==> src/rtl/mem_port_arbiter.sv <==
// -----------------------------------------------------------------------------
// mem_port_arbiter
//   Shares one req/gnt/rvalid memory port between the fetch stage (instr_*)
//   and the load/store unit (data_*). Data wins arbitration by default; the
//   fetch side is promoted after STARVE_LIMIT consecutive data grants taken
//   while it was waiting. A command stalled by mem_gnt_i=0 is locked to its
//   requester until accepted. Every accepted transaction is recorded in an
//   in-order ID FIFO so that each response is routed back to its issuer.
//   Fetch responses outstanding at a PC redirect are consumed silently.
//
// Ports
//   clk, rst                      clock, synchronous active-high reset
//   instr_req_i/addr_i            fetch read request
//   instr_gnt_o                   fetch request accepted this cycle
//   instr_rvalid_o/rdata_o/err_o  fetch response
//   instr_flush_i                 PC redirect, drop outstanding fetch responses
//   data_req_i/we_i/be_i/addr_i/wdata_i   LSU request
//   data_gnt_o                    LSU request accepted this cycle
//   data_rvalid_o/rdata_o/err_o   LSU response
//   mem_req_o/we_o/be_o/addr_o/wdata_o    shared memory command
//   mem_gnt_i                     memory accepts command
//   mem_rvalid_i/rdata_i/err_i    in-order memory response
//   outstanding_o                 live in-flight transaction count
//   protocol_err_o                sticky, response seen with nothing in flight
// -----------------------------------------------------------------------------
module mem_port_arbiter #(
   parameter int MAX_OUTSTANDING = 2,   // 1..4
   parameter int STARVE_LIMIT    = 4
) (
   input  logic        clk,
   input  logic        rst,
   // fetch side
   input  logic        instr_req_i,
   input  logic [31:0] instr_addr_i,
   output logic        instr_gnt_o,
   output logic        instr_rvalid_o,
   output logic [31:0] instr_rdata_o,
   output logic        instr_err_o,
   input  logic        instr_flush_i,
   // LSU side
   input  logic        data_req_i,
   input  logic        data_we_i,
   input  logic [3:0]  data_be_i,
   input  logic [31:0] data_addr_i,
   input  logic [31:0] data_wdata_i,
   output logic        data_gnt_o,
   output logic        data_rvalid_o,
   output logic [31:0] data_rdata_o,
   output logic        data_err_o,
   // memory side
   output logic        mem_req_o,
   input  logic        mem_gnt_i,
   output logic        mem_we_o,
   output logic [3:0]  mem_be_o,
   output logic [31:0] mem_addr_o,
   output logic [31:0] mem_wdata_o,
   input  logic        mem_rvalid_i,
   input  logic [31:0] mem_rdata_i,
   input  logic        mem_err_i,
   // status
   output logic [2:0]  outstanding_o,
   output logic        protocol_err_o
);

   typedef enum logic {
      REQ_INSTR = 1'b0,
      REQ_DATA  = 1'b1
   } req_id_e;

   localparam int PTR_W    = (MAX_OUTSTANDING > 1) ? $clog2(MAX_OUTSTANDING) : 1;
   localparam int STARVE_W = $clog2(STARVE_LIMIT + 1);
   localparam logic [PTR_W-1:0]    LAST_IDX   = PTR_W'(MAX_OUTSTANDING - 1);
   localparam logic [STARVE_W-1:0] STARVE_MAX = STARVE_W'(STARVE_LIMIT);
   localparam logic [2:0]          COUNT_MAX  = 3'(MAX_OUTSTANDING);

   // ID FIFO storage and control
   req_id_e             r_fifo_id   [MAX_OUTSTANDING];
   logic                r_fifo_disc [MAX_OUTSTANDING];
   logic [PTR_W-1:0]    r_rd_ptr;
   logic [PTR_W-1:0]    r_wr_ptr;
   logic [2:0]          r_count;

   // arbitration state
   logic [STARVE_W-1:0] r_starve_cnt;
   logic                r_lock_valid;
   req_id_e             r_lock_id;
   logic                r_protocol_err;

   req_id_e             w_winner;
   logic                w_win_req;
   logic                w_retire;
   logic                w_accept;
   req_id_e             w_head_id;
   logic                w_head_disc;
   logic                w_instr_rvalid;
   logic                w_data_rvalid;

   function automatic logic [PTR_W-1:0] ptr_inc(input logic [PTR_W-1:0] p);
      return (p == LAST_IDX) ? '0 : p + 1'b1;
   endfunction

   // ---------------------------------------------------------------------------
   // Arbitration: a stalled command keeps its requester; otherwise data wins
   // unless the fetch side has waited through STARVE_LIMIT data grants.
   // ---------------------------------------------------------------------------
   always_comb begin
      // NOTE: every combinational output gets a default first, so no path
      // through the block can leave it unassigned and infer a latch.
      w_winner = REQ_DATA;
      if (r_lock_valid) begin
         w_winner = r_lock_id;
      end else if (instr_req_i && (r_starve_cnt == STARVE_MAX)) begin
         w_winner = REQ_INSTR;
      end else if (instr_req_i && !data_req_i) begin
         w_winner = REQ_INSTR;
      end
   end

   assign w_win_req = (w_winner == REQ_DATA) ? data_req_i : instr_req_i;

   // A retiring response frees its slot in the same cycle, so a full FIFO
   // can still accept a new command when mem_rvalid_i is high.
   assign w_retire  = mem_rvalid_i && (r_count != 3'd0);
   assign mem_req_o = w_win_req && ((r_count < COUNT_MAX) || w_retire);
   assign w_accept  = mem_req_o && mem_gnt_i;

   assign instr_gnt_o = w_accept && (w_winner == REQ_INSTR);
   assign data_gnt_o  = w_accept && (w_winner == REQ_DATA);

   // Command mux; all-zero when the winner has nothing to send.
   always_comb begin
      mem_we_o    = 1'b0;
      mem_be_o    = 4'h0;
      mem_addr_o  = 32'h0;
      mem_wdata_o = 32'h0;
      if (w_win_req) begin
         if (w_winner == REQ_DATA) begin
            mem_we_o    = data_we_i;
            mem_be_o    = data_be_i;
            mem_addr_o  = data_addr_i;
            mem_wdata_o = data_wdata_i;
         end else begin
            mem_be_o    = 4'hF;
            mem_addr_o  = instr_addr_i;
         end
      end
   end

   // ---------------------------------------------------------------------------
   // Response routing from the FIFO head. A flush in the same cycle as the
   // head retires already counts as discarding it.
   // ---------------------------------------------------------------------------
   assign w_head_id   = r_fifo_id[r_rd_ptr];
   assign w_head_disc = r_fifo_disc[r_rd_ptr] || instr_flush_i;

   assign w_data_rvalid  = w_retire && (w_head_id == REQ_DATA);
   assign w_instr_rvalid = w_retire && (w_head_id == REQ_INSTR) && !w_head_disc;

   assign data_rvalid_o  = w_data_rvalid;
   assign data_rdata_o   = w_data_rvalid ? mem_rdata_i : 32'h0;
   assign data_err_o     = w_data_rvalid && mem_err_i;
   assign instr_rvalid_o = w_instr_rvalid;
   assign instr_rdata_o  = w_instr_rvalid ? mem_rdata_i : 32'h0;
   assign instr_err_o    = w_instr_rvalid && mem_err_i;

   assign outstanding_o  = r_count;
   assign protocol_err_o = r_protocol_err;

   // ---------------------------------------------------------------------------
   // FIFO payload. Entries are only meaningful between rd and wr pointers, so
   // the array needs no reset; the push is written after the flush loop so a
   // fetch accepted alongside a flush keeps discard=0.
   // ---------------------------------------------------------------------------
   always_ff @(posedge clk) begin
      // NOTE: storage arrays are deliberately left out of reset; only the
      // pointers and count that qualify them are reset.
      if (instr_flush_i) begin
         for (int i = 0; i < MAX_OUTSTANDING; i++) begin
            if (r_fifo_id[i] == REQ_INSTR) begin
               r_fifo_disc[i] <= 1'b1;
            end
         end
      end
      if (w_accept) begin
         r_fifo_id[r_wr_ptr]   <= w_winner;
         r_fifo_disc[r_wr_ptr] <= 1'b0;
      end
   end

   // ---------------------------------------------------------------------------
   // Control state
   // ---------------------------------------------------------------------------
   always_ff @(posedge clk) begin
      // NOTE: non-blocking assignments throughout, so every register here
      // samples the pre-edge values of the others.
      if (rst) begin
         r_rd_ptr       <= '0;
         r_wr_ptr       <= '0;
         r_count        <= 3'd0;
         r_starve_cnt   <= '0;
         r_lock_valid   <= 1'b0;
         r_lock_id      <= REQ_DATA;
         r_protocol_err <= 1'b0;
      end else begin
         if (w_accept) begin
            r_wr_ptr <= ptr_inc(r_wr_ptr);
         end
         if (w_retire) begin
            r_rd_ptr <= ptr_inc(r_rd_ptr);
         end
         r_count <= r_count + {2'b00, w_accept} - {2'b00, w_retire};

         // Counter saturates so the promotion threshold cannot be skipped.
         if (instr_gnt_o) begin
            r_starve_cnt <= '0;
         end else if (data_gnt_o && instr_req_i && (r_starve_cnt != STARVE_MAX)) begin
            r_starve_cnt <= r_starve_cnt + 1'b1;
         end

         // Latch the requester of a stalled command; hold until accepted.
         if (w_accept) begin
            r_lock_valid <= 1'b0;
         end else if (mem_req_o) begin
            r_lock_valid <= 1'b1;
            r_lock_id    <= w_winner;
         end

         if (mem_rvalid_i && (r_count == 3'd0)) begin
            r_protocol_err <= 1'b1;
         end
      end
   end

endmodule

==> config.mk <==
export PLATFORM = sky130hd
export DESIGN_NAME = mem_port_arbiter
export DESIGN_NICKNAME = d
export VERILOG_FILES = /design/src/rtl/mem_port_arbiter.sv
export SDC_FILE = /design/constraint.sdc
export NUM_CORES = 1
export LEC_CHECK = 0
export BUFFER_PORTS_ARGS = -buffer_cell sky130_fd_sc_hd__buf_2
export CORE_AREA = 2 2 112 114
export CTS_BUF_LIST = sky130_fd_sc_hd__clkbuf_8
export CTS_CLUSTER_DIAMETER = 50
export DETAILED_ROUTE_END_ITERATION = 16
export DIE_AREA = 0 0 114 116
export GPL_TIMING_DRIVEN = 0
export MAX_ROUTING_LAYER = met4
export PLACE_DENSITY_LB_ADDON = 0.05
export SYNTH_ARGS = -nofsm -noshare
export SYNTH_HDL_FRONTEND = slang
export SYNTH_SLANG_ARGS = --single-unit
==> constraint.sdc <==
create_clock -name clk -period 3.5 [get_ports clk]
set_clock_uncertainty 0.2 [all_clocks]
set_input_delay 0.525 -clock clk [delete_from_list [all_inputs] [get_ports clk]]
set_output_delay 0.525 -clock clk [all_outputs]
set_load 0.05 [all_outputs]
==> qor.log <==
[route] post-DR vias/cell 4.191
[placement] count of buffers inserted at the top-level ports 283
[grt] total global routing track utilization 14.61%
[sta] Worst Hold Slack 0.2773 ns
[finish] Final Cell Area 3717 µm²
[synth] Synth Instances 315
[cts] TritonCTS clock tree yes
[cts] hold-fix buffers at CTS 0
[outcome] run status complete, no violations
[floorplanning] starting density of the core 17.39%
[finish] combined area of the multi-input logic cells 1543 µm²
[worst_hold_path] cell count of the worst hold path 2
[placement] routability-driven placement congestion ratio 0.7766
[grt] number of global-route vias before repair 2827
[finish] most common library cell in the layout ignoring fill and taps sky130_fd_sc_hd__buf_2
[pwr] leakage component of the power 2.325 nW
[critical_path] RR Startpoint outstanding_o[1]
[grt] largest net degree at the start of global routing 12
[sta] summed negative setup slack over all endpoints 0 ns
[synth] yosys warns 0
[synth] async set-or-reset flop fraction in the synthesized netlist 0%
[pwr] power density over the cells 600.1 nW/µm²
[critical_path] Critical Path RT 2.77 ns
[floorplanning] Die Wd 114 µm
[route] number of nets still failing antenna checks after routing 0
[synth] count of unique library cells instantiated by Yosys 39
[pwr] Net Sw Frac 64.46%
[sta] headroom to the max-slew limit 62.35%
[cts] Root Driver sky130_fd_sc_hd__clkbuf_8
[placement] DP HPWL 9262 µm
[sta] setup repair after global routing missed its margin no
[finish] count of antenna diodes in the layout 0
[critical_path] cells on worst reg2reg path 11
[synth] post-synth net total 462
[sta] Achievable Freq 341.0 MHz
[finish] number of inserted filler cells in the final layout 1344
[grt] initial antenna violation count 0
[route] number of vias after detailed routing 3139
[worst_hold_path] launch point of the worst hold path protocol_err_o
[job] number of maximum-capacitance violations 0
[finish] leading cell types in the layout, fill and taps excluded sky130_fd_sc_hd__buf_2 (287), sky130_fd_sc_hd__and2_1 (69), sky130_fd_sc_hd__nand2_1 (64), sky130_fd_sc_hd__a21oi_1 (37), sky130_fd_sc_hd__and3_1 (33)
[critical_path] capturing point of the worst reg2reg path outstanding_o[1]
[pwr] part of the total power dissipated in sequential elements 12.7%
[cts] clock transition at the registers of the reported paths 0.07 ns
[finish] flip-flop and latch area 340.3 µm²
[sta] final worst setup slack 0.5677 ns
[critical_path] CP Launch Type flip-flop
[synth] syn_area_per_cell 6.578 µm²
[floorplanning] top-level I/O count 285
[pwr] clock network fraction of total power 6.3%
[floorplanning] DIE AREA 13220 µm²
[critical_path] Critical Path Fanout Max 11
[grt] global-route wire length before repair 14680 µm
[route] total wirelength of the detailed-routed design 10670 µm
[pwr] net switching power 1.438 mW
[synth] most instantiated flip-flop cell in the synthesis netlist sky130_fd_sc_hd__dfxtp_1
[critical_path] Arrival @ worst endpoint 2.21 ns
[finish] post-layout util 31.21%
[grt] overall overflow remaining after global route 0
[cts] number of clock sinks seen by CTS 16
[synth] number of synthesized flops with an enable pin 2
[placement] Setup Slack @ Placement 0.6748 ns
[pwr] Worst IR Drop VDD 198.0 µV
[critical_path] critical path launch point r_starve_cnt[0]
[cts] Resized cells post-CTS 0
[finish] ratio of cells with drive above 1 in the final layout 52.49%
[floorplanning] Row Count 40
[finish] Total Nets Final 750
[critical_path] Worst Setup End Kind primary output
[synth] fraction of the yosys area taken by sequential cells 16.43%
[pwr] cell internal pwr 0.7928 mW
[route] First DRT Iteration DRCs 81
[sta] ratio of final minimum period to clock period 83.78%
[route] count of unresolved DRC violations after routing 0
[finish] area grow syn2layout 79.41%
[worst_hold_path] hold crit path type flip-flop to flip-flop
[route] drt first pass iters 4
[worst_hold_path] end point of the most critical hold path protocol_err_o
[sta] Setup violations, final 0
[cts] H-tree depth 1
[pwr] portion of total power attributed to combinational logic 81.0%
[placement] placed cell areas 3672 µm²
[sta] pins over their slew limit 0
[synth] Yosys reg bits 16
[critical_path] r2r setup slk 0.69 ns
[synth] combined area of all synthesized cells 2072 µm²
[floorplanning] die height 116 µm
[cts] CTS Buffer Depth 2
[sta] Period minus WS final 2.932 ns
[sta] measured slew at the worst slew-check pin 0.5647 ns
[cts] number of clock buffers inserted by TritonCTS 3
[critical_path] class of the most critical setup path flip-flop to primary output
[sta] Final Hold Vio Count 0
[route] WL per Instance 14.25 µm
[cts] Skew-Pair Late Insertion Delay 0.25 ns
[floorplanning] placeable core area 11910 µm²
[cts] buffer count from post-CTS setup fixing 0
## state kept, by name (all words and copies together) (netlist names), named ones only
name,flops
outstanding_o,3
protocol_err_o,1
r_fifo_disc,2
r_fifo_id,2
r_lock_id,1
r_lock_valid,1
r_rd_ptr,1
r_starve_cnt,3
r_wr_ptr,1
## logic make-up after synthesis
group	share of synthesized area, %
xor gates and xnor gates	1.268
DFF	16.43
adders and majority gates	3.986
AOI/OAI and AO/OA	15.46
buffers and inverters	9.118
and+or+nand+nor	51.57
muxes	2.174
## layout make-up
| cell class | count | share of cell area [%] |
|---|---|---|
| repair buffers | 283 | 38.10 |
| plain buffers | 26 | 3.702 |
| well taps | 147 | 4.948 |
| clock buffers | 3 | 1.111 |
| inverters | 13 | 1.380 |
| flip-flops and latches | 16 | 9.155 |
| clock inverters | 1 | 0.1010 |
| multi-input cells | 260 | 41.50 |
## power groups by stage
stage / Sequential (mW) / Clock [mW] / Combinational (mW)
after global routing: 0.292 / 0.160 / 1.93
after detailed placement: 0.287 / 0 / 1.83
after CTS: 0.284 / 0.149 / 1.83
final: 0.284 / 0.141 / 1.81
after global placement: 0.288 / 0 / 1.83
after floorplan: 0.331 / 0 / 1.32
## routing by layer
layer	vias up	share of wire, %	global-route usage [%]	wire length (µm)
li1	1601	-	-	-
met1	1360	35	14.43	3772
met2	176	56	30.60	6008
met3	2	8.1	2.301	864
met4	0	0.25	1.463	27
met5	-	0	-	0
## Yosys cell counts, types with 4 or more instances
master / n / area share [%]
sky130_fd_sc_hd__buf_4: 9 / 3.3
sky130_fd_sc_hd__nor3_1: 4 / 0.97
sky130_fd_sc_hd__clkbuf_1: 12 / 2.2
sky130_fd_sc_hd__ha_1: 5 / 3.0
sky130_fd_sc_hd__nand2_1: 64 / 12
sky130_fd_sc_hd__buf_2: 4 / 0.97
sky130_fd_sc_hd__inv_1: 11 / 2.0
sky130_fd_sc_hd__nor3_2: 4 / 1.9
sky130_fd_sc_hd__and3_1: 33 / 10
sky130_fd_sc_hd__nor2_1: 14 / 2.5
sky130_fd_sc_hd__dfxtp_1: 14 / 14
sky130_fd_sc_hd__a21oi_1: 37 / 8.9
sky130_fd_sc_hd__and2_1: 69 / 21
## per-stage QoR
stage / instances / total power, mW
floorplan: 315 / 1.655
global placement: 745 / 2.115
detailed placement: 745 / 2.114
CTS: 749 / 2.266
global route: 749 / 2.381
finish: 749 / 2.231
## critical path, stage by stage, from the launching register on
cell and delay, ns:
sky130_fd_sc_hd__dfxtp_1 0.34, sky130_fd_sc_hd__inv_1 0.06, sky130_fd_sc_hd__ha_1 0.23, sky130_fd_sc_hd__a21boi_4 0.21, sky130_fd_sc_hd__o21ai_2 0.11, sky130_fd_sc_hd__inv_2 0.11, sky130_fd_sc_hd__buf_4 0.19, sky130_fd_sc_hd__buf_4 0.20
sky130_fd_sc_hd__nand2_1 0.07, sky130_fd_sc_hd__a21oi_1 0.14, sky130_fd_sc_hd__buf_2 0.30
## how the worst max path moves through the flow
stage	endpoint	slack (ns)	depth (start not counted)
after floorplan	data_gnt_o	0.40	6
after global placement	outstanding_o[1]	0.67	11
after detailed placement	outstanding_o[1]	0.67	11
after CTS	mem_addr_o[11]	0.50	10
after global routing	mem_addr_o[11]	0.35	10
final	mem_addr_o[11]	0.57	10
Power figures use the tool's default switching activity.
